## src/rtl/jtcontra_nmix_pkg.sv

```systemverilog
// Shared constants and width helpers for the N-layer colour mixer.
// Optional CPU palette readback is enabled with JTCONTRA_NMIX_RDBACK_EN.
package jtcontra_nmix_pkg;

  // Colour field offsets inside a 16-bit palette entry
  localparam int R_LSB = 0;
  localparam int G_LSB = 5;
  localparam int B_LSB = 10;

  localparam logic [3:0] TRANSP_CODE = 4'h0;

  // Slot k holds layer k; the top uses only the low 2*LAYERS bits
  localparam logic [7:0] PRIO_IDENTITY = 8'b11_10_01_00;

  function automatic int calc_lw(input int layers);
    return (layers == 2) ? 1 : 2;
  endfunction

  function automatic int calc_aw(input int layers, input int pxlw);
    return calc_lw(layers) + pxlw + 1;
  endfunction

endpackage

```

## src/rtl/jtcontra_nmix_if.sv

```systemverilog
// CPU-side bus of the colour mixer: palette and priority register access.
// pal_dout carries readback data only when JTCONTRA_NMIX_RDBACK_EN is defined.
interface jtcontra_nmix_if #(
  parameter int AW = 9
);
  logic          cpu_cen;
  logic          pal_cs;
  logic          prio_cs;
  logic          cpu_rnw;
  logic [AW-1:0] cpu_addr;
  logic [7:0]    cpu_dout;
  logic [7:0]    pal_dout;

  modport master (
    output cpu_cen, pal_cs, prio_cs, cpu_rnw, cpu_addr, cpu_dout,
    input  pal_dout
  );

  modport slave (
    input  cpu_cen, pal_cs, prio_cs, cpu_rnw, cpu_addr, cpu_dout,
    output pal_dout
  );
endinterface

```

## src/rtl/jtcontra_nmix_pal.sv

```systemverilog
// True dual-port palette RAM: byte-wide CPU port, 16-bit registered video read.
// The CPU read path exists only when JTCONTRA_NMIX_RDBACK_EN is defined.
module jtcontra_nmix_pal #(
  parameter int IW = 8
) (
  input  logic          clk,
`ifdef JTCONTRA_NMIX_RDBACK_EN
  input  logic          rstn,
  input  logic          cpu_re,
  output logic [7:0]    cpu_q,
`endif
  input  logic          cpu_we,
  input  logic [IW:0]   cpu_addr,
  input  logic [7:0]    cpu_din,
  input  logic          vid_cen,
  input  logic [IW-1:0] vid_addr,
  output logic [15:0]   vid_q
);

`ifdef JTCONTRA_NMIX_RDBACK_EN
  logic [15:0] cpu_rd;
  logic        sel_reg;
`endif

  // One RAM per byte lane so each lane infers a plain 8-bit wide block RAM
  generate
    for (genvar gi = 0; gi < 2; gi++) begin : g_lane
      logic [7:0] mem [2**IW];
      logic [7:0] vid_reg;

      // Read-before-write: a same-clk CPU write leaves the old word on video
      always_ff @(posedge clk) begin
        if (cpu_we && cpu_addr[0] == 1'(gi))
          mem[cpu_addr[IW:1]] <= cpu_din;
        if (vid_cen)
          vid_reg <= mem[vid_addr];
      end
      assign vid_q[gi*8 +: 8] = vid_reg;

`ifdef JTCONTRA_NMIX_RDBACK_EN
      logic [7:0] rd_reg;
      always_ff @(posedge clk) begin
        if (!rstn)       rd_reg <= '0;
        else if (cpu_re) rd_reg <= mem[cpu_addr[IW:1]];
      end
      assign cpu_rd[gi*8 +: 8] = rd_reg;
`endif
    end
  endgenerate

`ifdef JTCONTRA_NMIX_RDBACK_EN
  always_ff @(posedge clk) begin
    if (!rstn)       sel_reg <= 1'b0;
    else if (cpu_re) sel_reg <= cpu_addr[0];
  end
  assign cpu_q = sel_reg ? cpu_rd[15:8] : cpu_rd[7:0];
`endif

endmodule

```

## src/rtl/jtcontra_nmix.sv

```systemverilog
// N-layer colour mixer: runtime priority scan, 15-bit palette, delayed blanking.
// Define JTCONTRA_NMIX_RDBACK_EN to enable CPU palette readback on pal_dout.
module jtcontra_nmix
  import jtcontra_nmix_pkg::*;
#(
  parameter int LAYERS = 2,
  parameter int PXLW   = 7
) (
  input  logic                   clk,
  input  logic                   rstn,
  input  logic                   pxl_cen,
  input  logic                   LHBL,
  input  logic                   LVBL,
  output logic                   LHBL_dly,
  output logic                   LVBL_dly,
  input  logic [LAYERS*PXLW-1:0] pxl_in,
  input  logic [LAYERS-1:0]      gfx_en,
  jtcontra_nmix_if.slave         cpu,
  output logic [4:0]             red,
  output logic [4:0]             green,
  output logic [4:0]             blue
);

  localparam int LW = calc_lw(LAYERS);
  localparam int IW = LW + PXLW;
  localparam int PW = 2 * LAYERS;

  logic [PW-1:0]   prio_reg;
  logic [PXLW-1:0] pxl_lyr [LAYERS];
  logic [LAYERS-1:0] opq_in;
  logic [PXLW-1:0] pxl_s1 [LAYERS];
  logic [LAYERS-1:0] opq_s1;
  logic            hb_s1, vb_s1, hb_s2, vb_s2;
  logic [3:0]      opq_pad;
  logic [LW-1:0]   win;
  logic            found;
  logic [1:0]      slot;
  logic [IW-1:0]   idx_s2;
  logic [15:0]     vid_q;
  logic            pal_we;

  always_ff @(posedge clk) begin
    if (!rstn)
      prio_reg <= PRIO_IDENTITY[PW-1:0];
    else if (cpu.prio_cs && !cpu.cpu_rnw && cpu.cpu_cen)
      prio_reg <= cpu.cpu_dout[PW-1:0];
  end

  generate
    for (genvar gi = 0; gi < LAYERS; gi++) begin : g_unpack
      assign pxl_lyr[gi] = pxl_in[gi*PXLW +: PXLW];
      assign opq_in[gi]  = gfx_en[gi] && (pxl_lyr[gi][3:0] != TRANSP_CODE);
    end
  endgenerate

  // S1: capture pixels, masked opacity and blanking
  always_ff @(posedge clk) begin
    if (!rstn) begin
      for (int k = 0; k < LAYERS; k++) pxl_s1[k] <= '0;
      opq_s1 <= '0;
      hb_s1  <= 1'b0;
      vb_s1  <= 1'b0;
    end else if (pxl_cen) begin
      pxl_s1 <= pxl_lyr;
      opq_s1 <= opq_in;
      hb_s1  <= LHBL;
      vb_s1  <= LVBL;
    end
  end

  assign opq_pad = 4'(opq_s1);

  // Fallback is the last slot's layer, clamped when it names a missing layer
  always_comb begin
    found = 1'b0;
    slot  = prio_reg[PW-1 -: 2];
    win   = (int'(slot) < LAYERS) ? LW'(slot) : LW'(LAYERS - 1);
    for (int i = 0; i < LAYERS; i++) begin
      slot = prio_reg[2*i +: 2];
      if (!found && int'(slot) < LAYERS && opq_pad[slot]) begin
        win   = LW'(slot);
        found = 1'b1;
      end
    end
  end

  // S2: winner and palette index
  always_ff @(posedge clk) begin
    if (!rstn) begin
      idx_s2 <= '0;
      hb_s2  <= 1'b0;
      vb_s2  <= 1'b0;
    end else if (pxl_cen) begin
      idx_s2 <= {win, pxl_s1[win]};
      hb_s2  <= hb_s1;
      vb_s2  <= vb_s1;
    end
  end

  assign pal_we = cpu.pal_cs && !cpu.cpu_rnw && cpu.cpu_cen;

  jtcontra_nmix_pal #(.IW(IW)) u_pal (
    .clk      (clk),
`ifdef JTCONTRA_NMIX_RDBACK_EN
    .rstn     (rstn),
    .cpu_re   (cpu.pal_cs && cpu.cpu_rnw),
    .cpu_q    (cpu.pal_dout),
`endif
    .cpu_we   (pal_we),
    .cpu_addr (cpu.cpu_addr),
    .cpu_din  (cpu.cpu_dout),
    .vid_cen  (pxl_cen),
    .vid_addr (idx_s2),
    .vid_q    (vid_q)
  );

`ifndef JTCONTRA_NMIX_RDBACK_EN
  assign cpu.pal_dout = 8'h00;
`endif

  // S3: the palette word lands in the RAM output register alongside blanking
  always_ff @(posedge clk) begin
    if (!rstn) begin
      LHBL_dly <= 1'b0;
      LVBL_dly <= 1'b0;
    end else if (pxl_cen) begin
      LHBL_dly <= hb_s2;
      LVBL_dly <= vb_s2;
    end
  end

  assign red   = (LHBL_dly && LVBL_dly) ? vid_q[R_LSB +: 5] : 5'd0;
  assign green = (LHBL_dly && LVBL_dly) ? vid_q[G_LSB +: 5] : 5'd0;
  assign blue  = (LHBL_dly && LVBL_dly) ? vid_q[B_LSB +: 5] : 5'd0;

endmodule

```

## src/flat_wrapper.sv

```systemverilog
// flat-port wrapper written by rule: the top's interface ports become plain ports
module jtcontra_nmix_flat import jtcontra_nmix_pkg::*;
#(
  parameter int LAYERS = 2,
  parameter int PXLW   = 7
)
  (clk, rstn, pxl_cen, LHBL, LVBL, LHBL_dly, LVBL_dly, pxl_in, gfx_en, red, green, blue, cpu_cpu_cen, cpu_pal_cs, cpu_prio_cs, cpu_cpu_rnw, cpu_cpu_addr, cpu_cpu_dout, cpu_pal_dout);
  jtcontra_nmix_if #(.AW((9))) cpu_i ();
  input  logic clk;
  input  logic rstn;
  input  logic pxl_cen;
  input  logic LHBL;
  input  logic LVBL;
  output logic LHBL_dly;
  output logic LVBL_dly;
  input  logic [LAYERS*PXLW-1:0] pxl_in;
  input  logic [LAYERS-1:0] gfx_en;
  output logic [4:0] red;
  output logic [4:0] green;
  output logic [4:0] blue;
  input wire logic [$bits(cpu_i.cpu_cen)-1:0] cpu_cpu_cen;
  input wire logic [$bits(cpu_i.pal_cs)-1:0] cpu_pal_cs;
  input wire logic [$bits(cpu_i.prio_cs)-1:0] cpu_prio_cs;
  input wire logic [$bits(cpu_i.cpu_rnw)-1:0] cpu_cpu_rnw;
  input wire logic [$bits(cpu_i.cpu_addr)-1:0] cpu_cpu_addr;
  input wire logic [$bits(cpu_i.cpu_dout)-1:0] cpu_cpu_dout;
  output wire logic [$bits(cpu_i.pal_dout)-1:0] cpu_pal_dout;
  assign cpu_i.cpu_cen = cpu_cpu_cen;
  assign cpu_i.pal_cs = cpu_pal_cs;
  assign cpu_i.prio_cs = cpu_prio_cs;
  assign cpu_i.cpu_rnw = cpu_cpu_rnw;
  assign cpu_i.cpu_addr = cpu_cpu_addr;
  assign cpu_i.cpu_dout = cpu_cpu_dout;
  assign cpu_pal_dout = cpu_i.pal_dout;
  jtcontra_nmix #(.LAYERS(LAYERS), .PXLW(PXLW)) u_core (.clk(clk), .rstn(rstn), .pxl_cen(pxl_cen), .LHBL(LHBL), .LVBL(LVBL), .LHBL_dly(LHBL_dly), .LVBL_dly(LVBL_dly), .pxl_in(pxl_in), .gfx_en(gfx_en), .cpu(cpu_i), .red(red), .green(green), .blue(blue));
endmodule
```

## config.mk

```make
export PLATFORM = sky130hd
export DESIGN_NAME = jtcontra_nmix_flat
export DESIGN_NICKNAME = d
export VERILOG_FILES = /design/src/rtl/jtcontra_nmix_pkg.sv /design/src/rtl/jtcontra_nmix_if.sv /design/src/rtl/jtcontra_nmix_pal.sv /design/src/rtl/jtcontra_nmix.sv /design/src/flat_wrapper.sv
export SDC_FILE = /design/constraint.sdc
export NUM_CORES = 2
export LEC_CHECK = 0
export CAP_MARGIN = 40
export CORE_MARGIN = 2
export CORE_UTILIZATION = 50
export DETAILED_ROUTE_END_ITERATION = 10
export PLACE_DENSITY = 0.7
export RECOVER_POWER = 25
export SETUP_SLACK_MARGIN = 0.1
export SYNTH_ARGS = -nofsm -noshare
export SYNTH_HDL_FRONTEND = slang
export SYNTH_SLANG_ARGS = --single-unit
```

## constraint.sdc

```tcl
create_clock -name clk -period 3.5 [get_ports clk]
set_input_delay 0.35 -clock clk [delete_from_list [all_inputs] [get_ports clk]]
set_output_delay 0.35 -clock clk [all_outputs]
set_load 0.05 [all_outputs]
```

==> out/results.ini <==
[placed_design]
hpwl_um = 253000
place_congestion = 0.883
io_buffers = 58
place_area_um2 = 163000
place_inst = 11800

[synth]
synthesis.area_um2 = 151000
netlist_top_cells_count = edfxtp_1, mux4_2, nor2_1, mux2i_1, clkbuf_1
ys_ff_latch = 3889
synth_top_cell_area_share_pct = 76.6
synth_flop_cell = edfxtp_1
yosys_warnings = 0
async_flop_share_pct = 0
seq_area_frac_synth_pct = 77.1
synth_most_common_cell = edfxtp_1
post_synth.cell_area_avg_um2 = 20.7
synth_area_leader_cell = edfxtp_1
synth_cell_types = 49
synth_cells = 7289
synth_area_leaders = edfxtp_1, mux4_2, mux2i_1
synth_edf_count = 3855

[layout]
drive_above_1_share_pct = 28.2
stdcell_count = 12600
largest_reg_flops = 3840
final_cell_area_um2 = 176000
area_growth_pct = 16.5
post-route-util_pct = 58.6
nets = 8357

[global_route]
grt_pass1_wl_um = 569000
grt-ovfl-total = 0
grt_max_degree = 114
grt_pass1_vias = 79400
antenna_found_initial = 18
grt_usage_pct = 25.7

[setup_path]
cp.arrival_ns = 4.16
cp_data_required_time_ns = 4.24
r2r_slack_ns = 0.08
start_kind = register
crit_type = reg2reg
cp-end-kind = register
critPathMaxFanout = 15

[cts]
cts_made_buffers = 388
clk-insertion-delay-late_ns = 0.93
cts_tree = yes
cts-root-buf = clkbuf_16
clockBufferDepth = 4
cts_sinks = 3889
clk_pin_slew_ns = 0.06
htreeDepth = 5

[power_and_ir_drop]
netSwitchingPower_uw = 21500
p_int_uw = 77200
pwr-share-comb_pct = 6.6
power.leakage_uw = 0.0558
swShare_pct = 21.8
powerDensity_nw_per_um2 = 561
peakVddDrop_mv = 0.380
power_frac_clock_pct = 41.4
seqPwrFrac_pct = 52.0

[sta]
post-route-min-period_ns = 3.42
max_clock_freq_mhz = 293
rsz0062_at_grt = false
finalClockSkew_ns = 0.0792
hold_viol_final = 0
worstMarginPinSlew_ns = 3.56
min_period_over_period_pct = 97.6
slew_headroom_pct = -137
drv_slew = 810
setup_viol = 0

[routing]
avgRoutedWirePerCell_um = 31.7
drt-initial-drc-count = 11100
drc = 0
via_per_inst = 6.35
wirelength_um = 400000
dr.pass1.iters = 6
vias = 80000
ant_nets = 0

[floorplanning]
fp.coreArea_um2 = 300000
io_pins = 67
die_y_um = 554
dieArea_um2 = 306000
start_util_pct = 50.3
fp.dieW_um = 554
rows = 201

[worst_hold_path]
hold_path.class = in2reg

[flow_run]
cap_violations = 10

[outcome]
status = finished, violations left
violations = capacitance limit, slew limit

## worst paths after layout
kind                                                     endpoint  depth (start not counted)          startpoint
worst max-delay path            u_core.u_pal.g_lane[0].vid_reg[4]                          6    u_core.idx_s2[5]
worst min-delay path                            u_core.pxl_s1[13]                          3           pxl_in[6]
worst max register to register  u_core.u_pal.g_lane[0].vid_reg[4]                          6    u_core.idx_s2[5]
worst min register to register                 u_core.prio_reg[3]                          2  u_core.prio_reg[3]
## final cells by class
cell class,count,area [µm²]
fill,21100,124000
sequential,3889,116000
clock inverter,235,2330
tap,3958,4950
timing repair buffer,1103,9750
inverter,4,27.5
antenna,14,35.0
clock buffer,462,10100
multi-input combinational,2929,32300
## power by group through the flow
stage / registers [µW] / clock network [µW] / logic, µW
4_1_cts: 51300 / 41300 / 6410
5_1_grt: 51300 / 43000 / 6720
6_report: 51400 / 40900 / 6490
3_3_place_gp: 52300 / 0 / 6220
3_5_place_dp: 52300 / 0 / 6330
2_1_floorplan: 52300 / 0 / 3270
## cells by family (layout without fill, tap and decap cells)
kind of cell           count (synthesis)  in the layout  synth area share (%)
buffers and inverters                478           1804                  1.77
and+or+nand+nor                      894            894                  2.52
DFF                                 3889           3889                  77.1
AOI/OAI and AO/OA                    702            702                  3.31
muxes                               1325           1325                  15.3
other                                  1             22               0.00248
## per-layer routing
metal	wire length (µm)	vias to the layer above	GRT usage, %	part of all wire [%]
met1	149000	41700	35.4	37
met5	169	-	0	0.042
met3	42500	785	4.84	11
li1	-	32500	-	-
met4	17700	16	10.4	4.4
met2	191000	5000	40.8	48
## stage by stage
step / setup TNS [ns] / setup WS, ns / power (µW) / hold WS (ns)
floorplan: 0 / 0.937 / 55500 / 0.442
global placement: -1.95 / -1.32 / 58500 / 0.457
detailed placement: -1.17 / -0.506 / 58600 / 0.463
CTS: 0 / 0.108 / 99000 / 0.00212
global route: 0 / 0.0669 / 101000 / 0.0367
finish: 0 / 0.0847 / 98700 / 0.0453
## layout by cell type (no fill, tap or decap), types with 11 or more instances in the layout
cell,Yosys,final
a211oi_1,32,30
a21oi_1,177,177
a221oi_1,28,27
a22o_1,29,29
a22oi_1,23,23
and3_1,16,16
buf_12,1,104
buf_4,51,884
bufinv_16,0,39
clkbuf_1,209,85
clkbuf_16,0,394
clkbuf_2,0,21
clkdlybuf4s50_1,0,47
clkinv_1,2,85
clkinv_2,0,75
clkinvlp_4,0,11
dfxtp_1,34,26
diode_2,0,14
edfxtp_1,3855,3855
mux2_2,17,17
mux2i_1,521,520
mux4_2,787,787
nand2_1,107,97
nand3_1,23,17
nor2_1,560,555
nor2b_1,42,41
nor3_1,78,75
nor4_1,15,11
o221ai_1,195,195
o22ai_1,148,147
o31ai_1,17,16
or3_1,33,33
## critical path: stages (launching register included)
cell and delay [ns]:
dfxtp_2 0.83, nand2_1 0.81, buf_4 0.41, nor3_1 0.52
nor4_1 0.16, buf_4 0.20, nor4_1 0.29
## repair_timing
item                                    in CTS  in global routing
pin swaps                                    3                  2
endpoints found under the setup margin      22                  8
resized for setup                           25                 16
setup buffers                                5                 25
cloned                                       0                  3
endpoints found under the hold margin      253                  0
hold buffers                                 5                  0
(Power assumes the default switching activity.)
